**config.mk**
```make
export PLATFORM = sky130hd
export DESIGN_NAME = scalar_wb_stage_flat
export DESIGN_NICKNAME = d
export VERILOG_FILES = /design/src/rtl/scalar_wb_stage_if.sv /design/src/rtl/scalar_wb_stage.sv /design/src/flat_wrapper.sv
export SDC_FILE = /design/constraint.sdc
export NUM_CORES = 1
export LEC_CHECK = 0
export ABC_CLOCK_PERIOD_IN_PS = 3150
export CAP_MARGIN = 20
export CORE_UTILIZATION = 66
export CTS_BUF_LIST = sky130_fd_sc_hd__clkbuf_8
export DETAILED_ROUTE_END_ITERATION = 10
export DONT_BUFFER_PORTS = 1
export PLACE_DENSITY_LB_ADDON = 0.3
export SYNTH_ARGS = -nofsm -noshare
export SYNTH_HDL_FRONTEND = slang
export SYNTH_SLANG_ARGS = --single-unit
```
**constraint.sdc**
```tcl
create_clock -name clk -period 3.15 [get_ports clk]
set_clock_uncertainty 0.1 [all_clocks]
set_input_delay 0.4725 -clock clk [delete_from_list [all_inputs] [get_ports clk]]
set_output_delay 0.4725 -clock clk [all_outputs]
set_load 0.03 [all_outputs]
```
**src/rtl/scalar_wb_stage_if.sv**
```systemverilog
// Bundle for the scalar write-back stage: ALU input, register-file write port,
// bypass lookup, branch redirect and retire counter.
interface scalar_wb_stage_if #(
    parameter int unsigned XLEN = 32
);
    logic            in_valid;
    logic            in_ready;
    logic            in_we;
    logic [4:0]      in_rd;
    logic [XLEN-1:0] in_result;
    logic            in_is_branch;
    logic            in_branch_taken;
    logic [31:0]     in_target;

    logic            rf_we;
    logic [4:0]      rf_waddr;
    logic [XLEN-1:0] rf_wdata;
    logic            rf_ready;

    logic [4:0]      byp_rs;
    logic            byp_hit;
    logic [XLEN-1:0] byp_data;

    logic            redirect_valid;
    logic [31:0]     redirect_pc;
    logic [31:0]     retired_cnt;

    // Environment side: drives the ALU result, register-file ready and bypass query.
    modport master (
        output in_valid, in_we, in_rd, in_result, in_is_branch, in_branch_taken, in_target,
        output rf_ready, byp_rs,
        input  in_ready, rf_we, rf_waddr, rf_wdata, byp_hit, byp_data,
        input  redirect_valid, redirect_pc, retired_cnt
    );

    // Stage side.
    modport slave (
        input  in_valid, in_we, in_rd, in_result, in_is_branch, in_branch_taken, in_target,
        input  rf_ready, byp_rs,
        output in_ready, rf_we, rf_waddr, rf_wdata, byp_hit, byp_data,
        output redirect_valid, redirect_pc, retired_cnt
    );
endinterface

```
**src/rtl/scalar_wb_stage.sv**
```systemverilog
// Scalar write-back stage: in-order register-write queue with bypass lookup,
// one-cycle branch redirect with wrong-path kill, and retired-instruction count.
module scalar_wb_stage #(
    parameter int unsigned DEPTH = 2,
    parameter int unsigned XLEN  = 32
) (
    input logic              clk,
    input logic              rst_n,
    scalar_wb_stage_if.slave bus
);
    localparam int unsigned PTR_W = (DEPTH > 1) ? $clog2(DEPTH) : 1;
    localparam int unsigned CNT_W = $clog2(DEPTH + 1);

    logic [4:0]       q_rd   [DEPTH];
    logic [XLEN-1:0]  q_data [DEPTH];
    logic [PTR_W-1:0] head;
    logic [PTR_W-1:0] tail;
    logic [CNT_W-1:0] count;

    logic             redir_valid_q;
    logic [31:0]      redir_pc_q;
    logic [31:0]      retired_q;

    logic             ready_c;
    logic             accept_c;
    logic             live_c;
    logic             push_c;
    logic             pop_c;
    logic             taken_c;
    logic             byp_hit_c;
    logic [XLEN-1:0]  byp_data_c;

    // Handshake and queue control; the instruction right after a redirect is wrong-path.
    assign ready_c  = (count < CNT_W'(DEPTH));
    assign accept_c = bus.in_valid & ready_c;
    assign live_c   = accept_c & ~redir_valid_q;
    assign push_c   = live_c & bus.in_we & (bus.in_rd != 5'd0);
    assign pop_c    = (count != CNT_W'(0)) & bus.rf_ready;
    assign taken_c  = live_c & bus.in_is_branch & bus.in_branch_taken;

    assign bus.in_ready       = ready_c;
    assign bus.rf_we          = (count != CNT_W'(0));
    assign bus.rf_waddr       = q_rd[head];
    assign bus.rf_wdata       = q_data[head];
    assign bus.byp_hit        = byp_hit_c;
    assign bus.byp_data       = byp_data_c;
    assign bus.redirect_valid = redir_valid_q;
    assign bus.redirect_pc    = redir_pc_q;
    assign bus.retired_cnt    = retired_q;

    // Write queue storage and pointers; simultaneous push and pop keeps count steady.
    always_ff @(posedge clk or negedge rst_n) begin
        if (!rst_n) begin
            for (int unsigned i = 0; i < DEPTH; i++) begin
                q_rd[i]   <= 5'd0;
                q_data[i] <= '0;
            end
            head  <= '0;
            tail  <= '0;
            count <= '0;
        end else begin
            if (push_c) begin
                q_rd[tail]   <= bus.in_rd;
                q_data[tail] <= bus.in_result;
                tail         <= PTR_W'(tail + PTR_W'(1));
            end
            if (pop_c) begin
                head <= PTR_W'(head + PTR_W'(1));
            end
            count <= CNT_W'(count + CNT_W'(push_c) - CNT_W'(pop_c));
        end
    end

    // Redirect pulse, held target PC and retire counter.
    always_ff @(posedge clk or negedge rst_n) begin
        if (!rst_n) begin
            redir_valid_q <= 1'b0;
            redir_pc_q    <= 32'd0;
            retired_q     <= 32'd0;
        end else begin
            redir_valid_q <= taken_c;
            if (taken_c) begin
                redir_pc_q <= bus.in_target;
            end
            if (live_c) begin
                retired_q <= retired_q + 32'd1;
            end
        end
    end

    // Bypass search from oldest to youngest so the youngest match wins.
    always_comb begin
        byp_hit_c  = 1'b0;
        byp_data_c = '0;
        for (int unsigned k = 0; k < DEPTH; k++) begin
            if ((CNT_W'(k) < count) && (bus.byp_rs != 5'd0) &&
                (q_rd[PTR_W'(head + PTR_W'(k))] == bus.byp_rs)) begin
                byp_hit_c  = 1'b1;
                byp_data_c = q_data[PTR_W'(head + PTR_W'(k))];
            end
        end
    end
endmodule

```
**src/flat_wrapper.sv**
```systemverilog
// flat-port wrapper written by rule: the top's interface ports become plain ports
module scalar_wb_stage_flat 
#(
    parameter int unsigned DEPTH = 2,
    parameter int unsigned XLEN  = 32
)
  (clk, rst_n, bus_in_valid, bus_in_we, bus_in_rd, bus_in_result, bus_in_is_branch, bus_in_branch_taken, bus_in_target, bus_rf_ready, bus_byp_rs, bus_in_ready, bus_rf_we, bus_rf_waddr, bus_rf_wdata, bus_byp_hit, bus_byp_data, bus_redirect_valid, bus_redirect_pc, bus_retired_cnt);
  scalar_wb_stage_if #(.XLEN(XLEN)) bus_i ();
  input logic clk;
  input logic rst_n;
  input wire logic [$bits(bus_i.in_valid)-1:0] bus_in_valid;
  input wire logic [$bits(bus_i.in_we)-1:0] bus_in_we;
  input wire logic [$bits(bus_i.in_rd)-1:0] bus_in_rd;
  input wire logic [$bits(bus_i.in_result)-1:0] bus_in_result;
  input wire logic [$bits(bus_i.in_is_branch)-1:0] bus_in_is_branch;
  input wire logic [$bits(bus_i.in_branch_taken)-1:0] bus_in_branch_taken;
  input wire logic [$bits(bus_i.in_target)-1:0] bus_in_target;
  input wire logic [$bits(bus_i.rf_ready)-1:0] bus_rf_ready;
  input wire logic [$bits(bus_i.byp_rs)-1:0] bus_byp_rs;
  output wire logic [$bits(bus_i.in_ready)-1:0] bus_in_ready;
  output wire logic [$bits(bus_i.rf_we)-1:0] bus_rf_we;
  output wire logic [$bits(bus_i.rf_waddr)-1:0] bus_rf_waddr;
  output wire logic [$bits(bus_i.rf_wdata)-1:0] bus_rf_wdata;
  output wire logic [$bits(bus_i.byp_hit)-1:0] bus_byp_hit;
  output wire logic [$bits(bus_i.byp_data)-1:0] bus_byp_data;
  output wire logic [$bits(bus_i.redirect_valid)-1:0] bus_redirect_valid;
  output wire logic [$bits(bus_i.redirect_pc)-1:0] bus_redirect_pc;
  output wire logic [$bits(bus_i.retired_cnt)-1:0] bus_retired_cnt;
  assign bus_i.in_valid = bus_in_valid;
  assign bus_i.in_we = bus_in_we;
  assign bus_i.in_rd = bus_in_rd;
  assign bus_i.in_result = bus_in_result;
  assign bus_i.in_is_branch = bus_in_is_branch;
  assign bus_i.in_branch_taken = bus_in_branch_taken;
  assign bus_i.in_target = bus_in_target;
  assign bus_i.rf_ready = bus_rf_ready;
  assign bus_i.byp_rs = bus_byp_rs;
  assign bus_in_ready = bus_i.in_ready;
  assign bus_rf_we = bus_i.rf_we;
  assign bus_rf_waddr = bus_i.rf_waddr;
  assign bus_rf_wdata = bus_i.rf_wdata;
  assign bus_byp_hit = bus_i.byp_hit;
  assign bus_byp_data = bus_i.byp_data;
  assign bus_redirect_valid = bus_i.redirect_valid;
  assign bus_redirect_pc = bus_i.redirect_pc;
  assign bus_retired_cnt = bus_i.retired_cnt;
  scalar_wb_stage #(.DEPTH(DEPTH), .XLEN(XLEN)) u_core (.clk(clk), .rst_n(rst_n), .bus(bus_i));
endmodule
```
After elaboration in Yosys (flattened, before gate mapping)

Cells that the tools add are included.

Add/sub/neg operators: 5
Multiply operators: 0
Divide/modulo/power cells: 0
$lt $le $gt $ge: 7
Equal/unequal tests: 2
Shift-type cells: 0
Multiplexer cells: 22
Bitwise operators: 11
Reduce and logical (&&, ||, !) cells: 8

Operator list:

| operator              | count |
|---|---|
| $mux 32               | 9 |
| $bwmux 64             | 1 |
| $mux 5                | 7 |
| $add 32x1->32 const B | 1 |
| $demux 32 s1          | 1 |
| $bwmux 10             | 1 |
| $eq 5x5->1            | 2 |
| $reduce_bool 5->1     | 2 |
| $and 1x1->1           | 7 |
| $ge 2x2->1 const B    | 3 |
| $not 1->2             | 3 |
| $demux 5 s1           | 1 |
| $logic_and 1x1->1     | 5 |
| $lt 1x2->1 const A    | 2 |
| $add 1x1->1 const B   | 2 |
| $add 2x1->2           | 1 |
| $lt 2x1->1 const B    | 1 |
| $lt 2x2->1 const B    | 1 |
| $mux 1                | 2 |
| $reduce_bool 2->1     | 1 |
| $sub 2x1->2           | 1 |
| $not 1->1             | 1 |

Flip-flop bits (word level): 143
Latch bits: 0
RAM bits: 0
Memory bits (read-only): 0
Input port bits: 81
Output and inout bits: 137
Logic and storage cells: 65
Memories: 0

Depth between registers and ports, before layout

Word-level depth: 8
Gate-level depth with buffers: 10
Mapped depth without buffers: 7

Worst setup path after synthesis

OpenSTA, ideal clock, no wires.

Kind: reg2out
Start: register u_core.head
End: output bus_byp_data[14]
Arrival: 2.416 ns
Required time: 2.577 ns
Slack: 0.161 ns
Cell stages (with the launch flop): 9
Path buffers: 3
Cells stage by stage: dfrtp_1 buf_6 mux2_2 xor2_1 nor3_2 buf_4 clkbuf_1 o2111ai_1 a22oi_1

Word-level cells in the longest chain between the ends: 8
Elaborated cells on any way between the ends: 21
Classes of those cells: add/sub (1); eq/ne (2); mux (14); bitwise (2); reduce/logical (2)

RTL lines:

| item                      | line                  | text |
|---|---|---|
| from (decl)               | scalar_wb_stage.sv:16 | `logic [PTR_W-1:0] head;` |
| from (signal assigned)    | scalar_wb_stage.sv:68 | `head <= PTR_W'(head + PTR_W'(1));` |
| $not 1->2                 | -                     |  |
| $mux 5 (3 in a row)       | -                     |  |
| named net bus_rf_waddr[0] | flat_wrapper.sv:22    | `output wire logic [$bits(bus_i.rf_waddr)-1:0] bus_rf_waddr;` |
| $eq 5x5->1                | scalar_wb_stage.sv:97 | `(q_rd[PTR_W'(head + PTR_W'(k))] == bus.byp_rs)) begin` |
| $logic_and 1x1->1         | scalar_wb_stage.sv:96 | `if ((CNT_W'(k) < count) && (bus.byp_rs != 5'd0) &&` |
| $mux 32 (2 in a row)      | scalar_wb_stage.sv:96 |  |
| to (decl)                 | flat_wrapper.sv:25    | `output wire logic [$bits(bus_i.byp_data)-1:0] bus_byp_data;` |

The timed path passes the listed nets, and every way through them passes these cells. The select of a mux whose other input is x is not followed.

Worst setup path in the final report

Start: register u_core.head
End: output bus_byp_data[20]

Word-level cells in the longest chain between the ends: 8
Elaborated cells on any way between the ends: 21
Classes of those cells: add/sub (1); eq/ne (2); mux (14); bitwise (2); reduce/logical (2)

RTL lines:

| item                                                              | line |
|---|---|
| $add 1x1->1 / $not 1->2 (equally long branches)                   | scalar_wb_stage.sv:97, scalar_wb_stage.sv:99 |
| $not 1->2 (implied by the code) / $mux 5 (equally long branches)  | scalar_wb_stage.sv:97, scalar_wb_stage.sv:99 |
| $mux 5 (implied by the code) (2 in a row)                         | scalar_wb_stage.sv:97 |
| $mux 5 (implied by the code) / $eq 5x5->1 (equally long branches) | scalar_wb_stage.sv:97 |
| $eq 5x5->1 / $logic_and 1x1->1 (equally long branches)            | scalar_wb_stage.sv:97, scalar_wb_stage.sv:96 |
| $logic_and 1x1->1 / $mux 32 (equally long branches)               | scalar_wb_stage.sv:96 |
| $mux 32 *                                                         | scalar_wb_stage.sv:96 |

Every way passes the cells marked *; elsewhere a longest branch is shown, timed or not. The select of a mux whose other input is x is not followed.

==> impl_metrics.tcl <==
set metrics [dict create \
    yosysTopAreaCell "dfrtp_1" \
    htree_levels 4 \
    wirelength_met1_um 9020 \
    drt_wl_total_um 26800 \
    cts_root_buf "clkbuf_8" \
    ant_nets 0 \
    synth_area_leaders "dfrtp_1 (44%), mux2_2 (18%), o2111ai_1 (6.8%), a31oi_1 (4.7%), nand2_1 (3.8%)" \
    start_util_pct 68.2 \
    setup_ws_ps -341 \
    startpoint_type "flip-flop" \
    dpl_cell_area_mm2 0.00867 \
    slew_headroom_pct 58.2 \
    core_mm2 0.0121 \
    drtIter0Drc 1405 \
    reg2reg_from "u_core.bus.redirect_valid$_DFF_PN0_" \
    clk_latency_ps 440 \
    synth_warnings 0 \
    finalHoldViolCount 143 \
    syn_area_mm2 0.00823 \
    end_kind "output pin" \
    min_period_ps 3490 \
    rsz0062_at_grt "yes" \
    numCtsBuffers 17 \
    wl_met2_um 12600 \
    die_area_mm2 0.0129 \
    crit_required_ps 2580 \
    min_path_type "in2async" \
    place_hpwl_um 13700 \
    highest_layer "met4" \
    violations "negative hold slack, negative setup slack" \
    port-buffer-count 0 \
    cts_tree "built" \
    ios 218 \
    startpoint "u_core.head$_DFFE_PN0P_" \
    overflow 0 \
    finalSetupViolations 33 \
    ys_seq_area_share_pct 43.5 \
    post-route-period-util_pct 111 \
    via_per_inst 7.45 \
    clock_sinks 143 \
    wl_per_cell_um 26.7 \
    drive_gt1_share_pct 36.2 \
    timing.hold.ws_ps -378 \
    n_fill_cell 656 \
    synth_top_area_share_pct 43.5 \
    power.leakage_nw 4.08 \
    grt_pass1_wl_um 40000 \
    die_h_um 114 \
    clk_path_buf_depth 2 \
    grt.total_usage_pct 40.7 \
    grt_pass1_vias 7413 \
    ys_seq_elements 143 \
    final_area_mm2 0.00984 \
    drv_cap 0 \
    antennaDiodeCount 0 \
    synth_area_per_cell_um2 10.3 \
    worst-path-max-fanout 9 \
    drc 0 \
    max_freq_mhz 286 \
    fin_nets 911 \
    powerDensity_mw_per_mm2 1340 \
    syn2layout_area_growth_pct 19.6 \
    rr_worst_depth 6 \
    worst_ep_arrival_time_ps 2920 \
    grt_start_max_net_pins 144 \
    postSynthCellCount 796 \
    route.met3.wl_um 3730 \
    synth.distinct_cells 43 \
    grt_antenna_before_repair 0 \
    crit_type "reg2out" \
    vias 7499 \
    place.gp.congestion 0.904 \
    num_rows 40 \
    tightestPinTransition_ps 622 \
    syn_nets 880 \
    pre_cts_ws_ps 130 \
    clkTransAtPathRegs_ps 70 \
    peakVddDrop_uv 695 \
    slew_violations 0 \
    die_w_um 114 \
    firstDrtPassIters 7 \
    outcome "finished with violations" \
]
-- through the flow --
| stage | std cells | setup TNS [ps] | total power [W] | hold WS (ps) | util, % |
|---|---|---|---|---|---|
| floorplan | 796 | 0 | 0.00841 | 76.9 | - |
| global placement | 945 | 0 | 0.00978 | 80.1 | 71.9 |
| detailed placement | 945 | 0 | 0.0101 | 80.5 | 71.9 |
| CTS | 999 | -4520 | 0.0125 | -406 | 79.4 |
| global route | 1006 | -10810 | 0.0136 | -407 | 81.6 |
| finish | 1006 | -7890 | 0.0132 | -378 | 81.6 |
-- cell usage in the layout (no fill, tap or decap), drive strengths merged, types with 2 or more instances in the layout --
master / instances
ha: 3
a22oi: 30
or2: 4
a31oi: 62
nand2: 84
clkbuf: 22
clkinv: 8
nor3: 3
nand3: 10
buf: 78
or3: 2
clkinvlp: 2
o2111ai: 64
or4: 9
and4: 3
and3: 7
nand4: 4
nor4: 4
dfrtp: 143
mux2i: 6
a21o: 2
a32oi: 2
xnor2: 28
nor2: 80
inv: 11
xor2: 16
mux2: 143
-- cell families (layout without fill, tap and decap cells) --
| kind of cell | Yosys count | count (layout) | synth area share [%] |
|---|---|---|---|
| AOI/OAI and AO/OA | 162 | 162 | 14.8 |
| xor gates and xnor gates | 44 | 44 | 4.69 |
| adders and majority gates | 3 | 3 | 0.456 |
| buffers and inverters | 88 | 123 | 4.96 |
| DFF | 143 | 143 | 43.5 |
| muxes | 149 | 149 | 20.3 |
| and+or+nand+nor | 207 | 214 | 11.3 |
-- synth_stat cells, drive strengths merged --
master and instances:
dfrtp 143, o2111ai 64, nand4b 1, ha 3
nand2 84, nand4bb 1, a32oi 2, nor3b 1
o211ai 1, or4 2, xnor2 28, clkinv 1
mux2i 6, and4 3, mux2 143, inv 10
clkbuf 53, nor3 3, a21o 2, and3 7
or2 4, xor2 16, nor2 80, nand4 4
or3 2, o21ai 1, and2 1, nor4 4
a31oi 62, buf 24, nand3 10, a22oi 30
-- layout make-up --
cell class / count / area, um2 / share of cell area, %
Clock buffer: 19 / 262 / 2.66
Clock inverter: 11 / 95.1 / 0.967
Inverter: 11 / 41.3 / 0.420
Multi-Input combinational cell: 572 / 4620 / 47.0
Sequential cell: 143 / 3580 / 36.4
Tap cell: 168 / 210 / 2.14
Timing Repair Buffer: 82 / 1030 / 10.4
-- critical path: stages, from the launching register on --
cell       delay, ps
dfrtp_2          460
buf_4            180
mux2i_4          320
xnor2_4          190
buf_4            180
or4_4            530
o2111ai_1        330
a22oi_1          110
buf_4            180
-- flip-flops by register name, indices dropped and copies added (netlist names) --
signal / count
u_core.bus.redirect_pc: 32
u_core.q_data: 64
u_core.q_rd: 10
u_core.tail: 1
u_core.bus.retired_cnt: 32
u_core.head: 1
u_core.bus.redirect_valid: 1
u_core.count: 2
-- repair_timing --
| action | CTS | global route |
|---|---|---|
| endpoints found under the setup margin | 33 | 33 |
| endpoints found under the hold margin | 143 | 143 |
| gates cloned | 13 | 5 |
| gates resized for setup | 36 | 36 |
| buffers inserted | 11 | 4 |
| pin swaps | 14 | 29 |
-- report_power, final --
| group | switching (W) | total [W] | internal [W] |
|---|---|---|---|
| sequential | 0.00132 | 0.00391 | 0.00258 |
| combinational | 0.00495 | 0.00798 | 0.00303 |
| clock | 0.000693 | 0.00134 | 0.000651 |
-- worst paths after layout --
kind                            slack, ps                            end
worst min register to register        450     u_core.q_rd[1]$_DFFE_PN0P_
worst min-delay path                 -380  u_core.q_data[30]$_DFFE_PN0P_
worst max register to register        510  u_core.q_data[31]$_DFFE_PN0P_
max in group asynchronous            3100  u_core.q_data[44]$_DFFE_PN0P_
worst max-delay path                 -340               bus_byp_data[20]
min in group clk                       60  u_core.q_data[34]$_DFFE_PN0P_
-- per-layer routing --
layer,global-route usage [%],up-vias
met5,0,-
met4,25.5,0
met3,15.2,188
met2,65.2,701
met1,46.2,3582
li1,-,3028
Power figures use the tool's default switching activity.
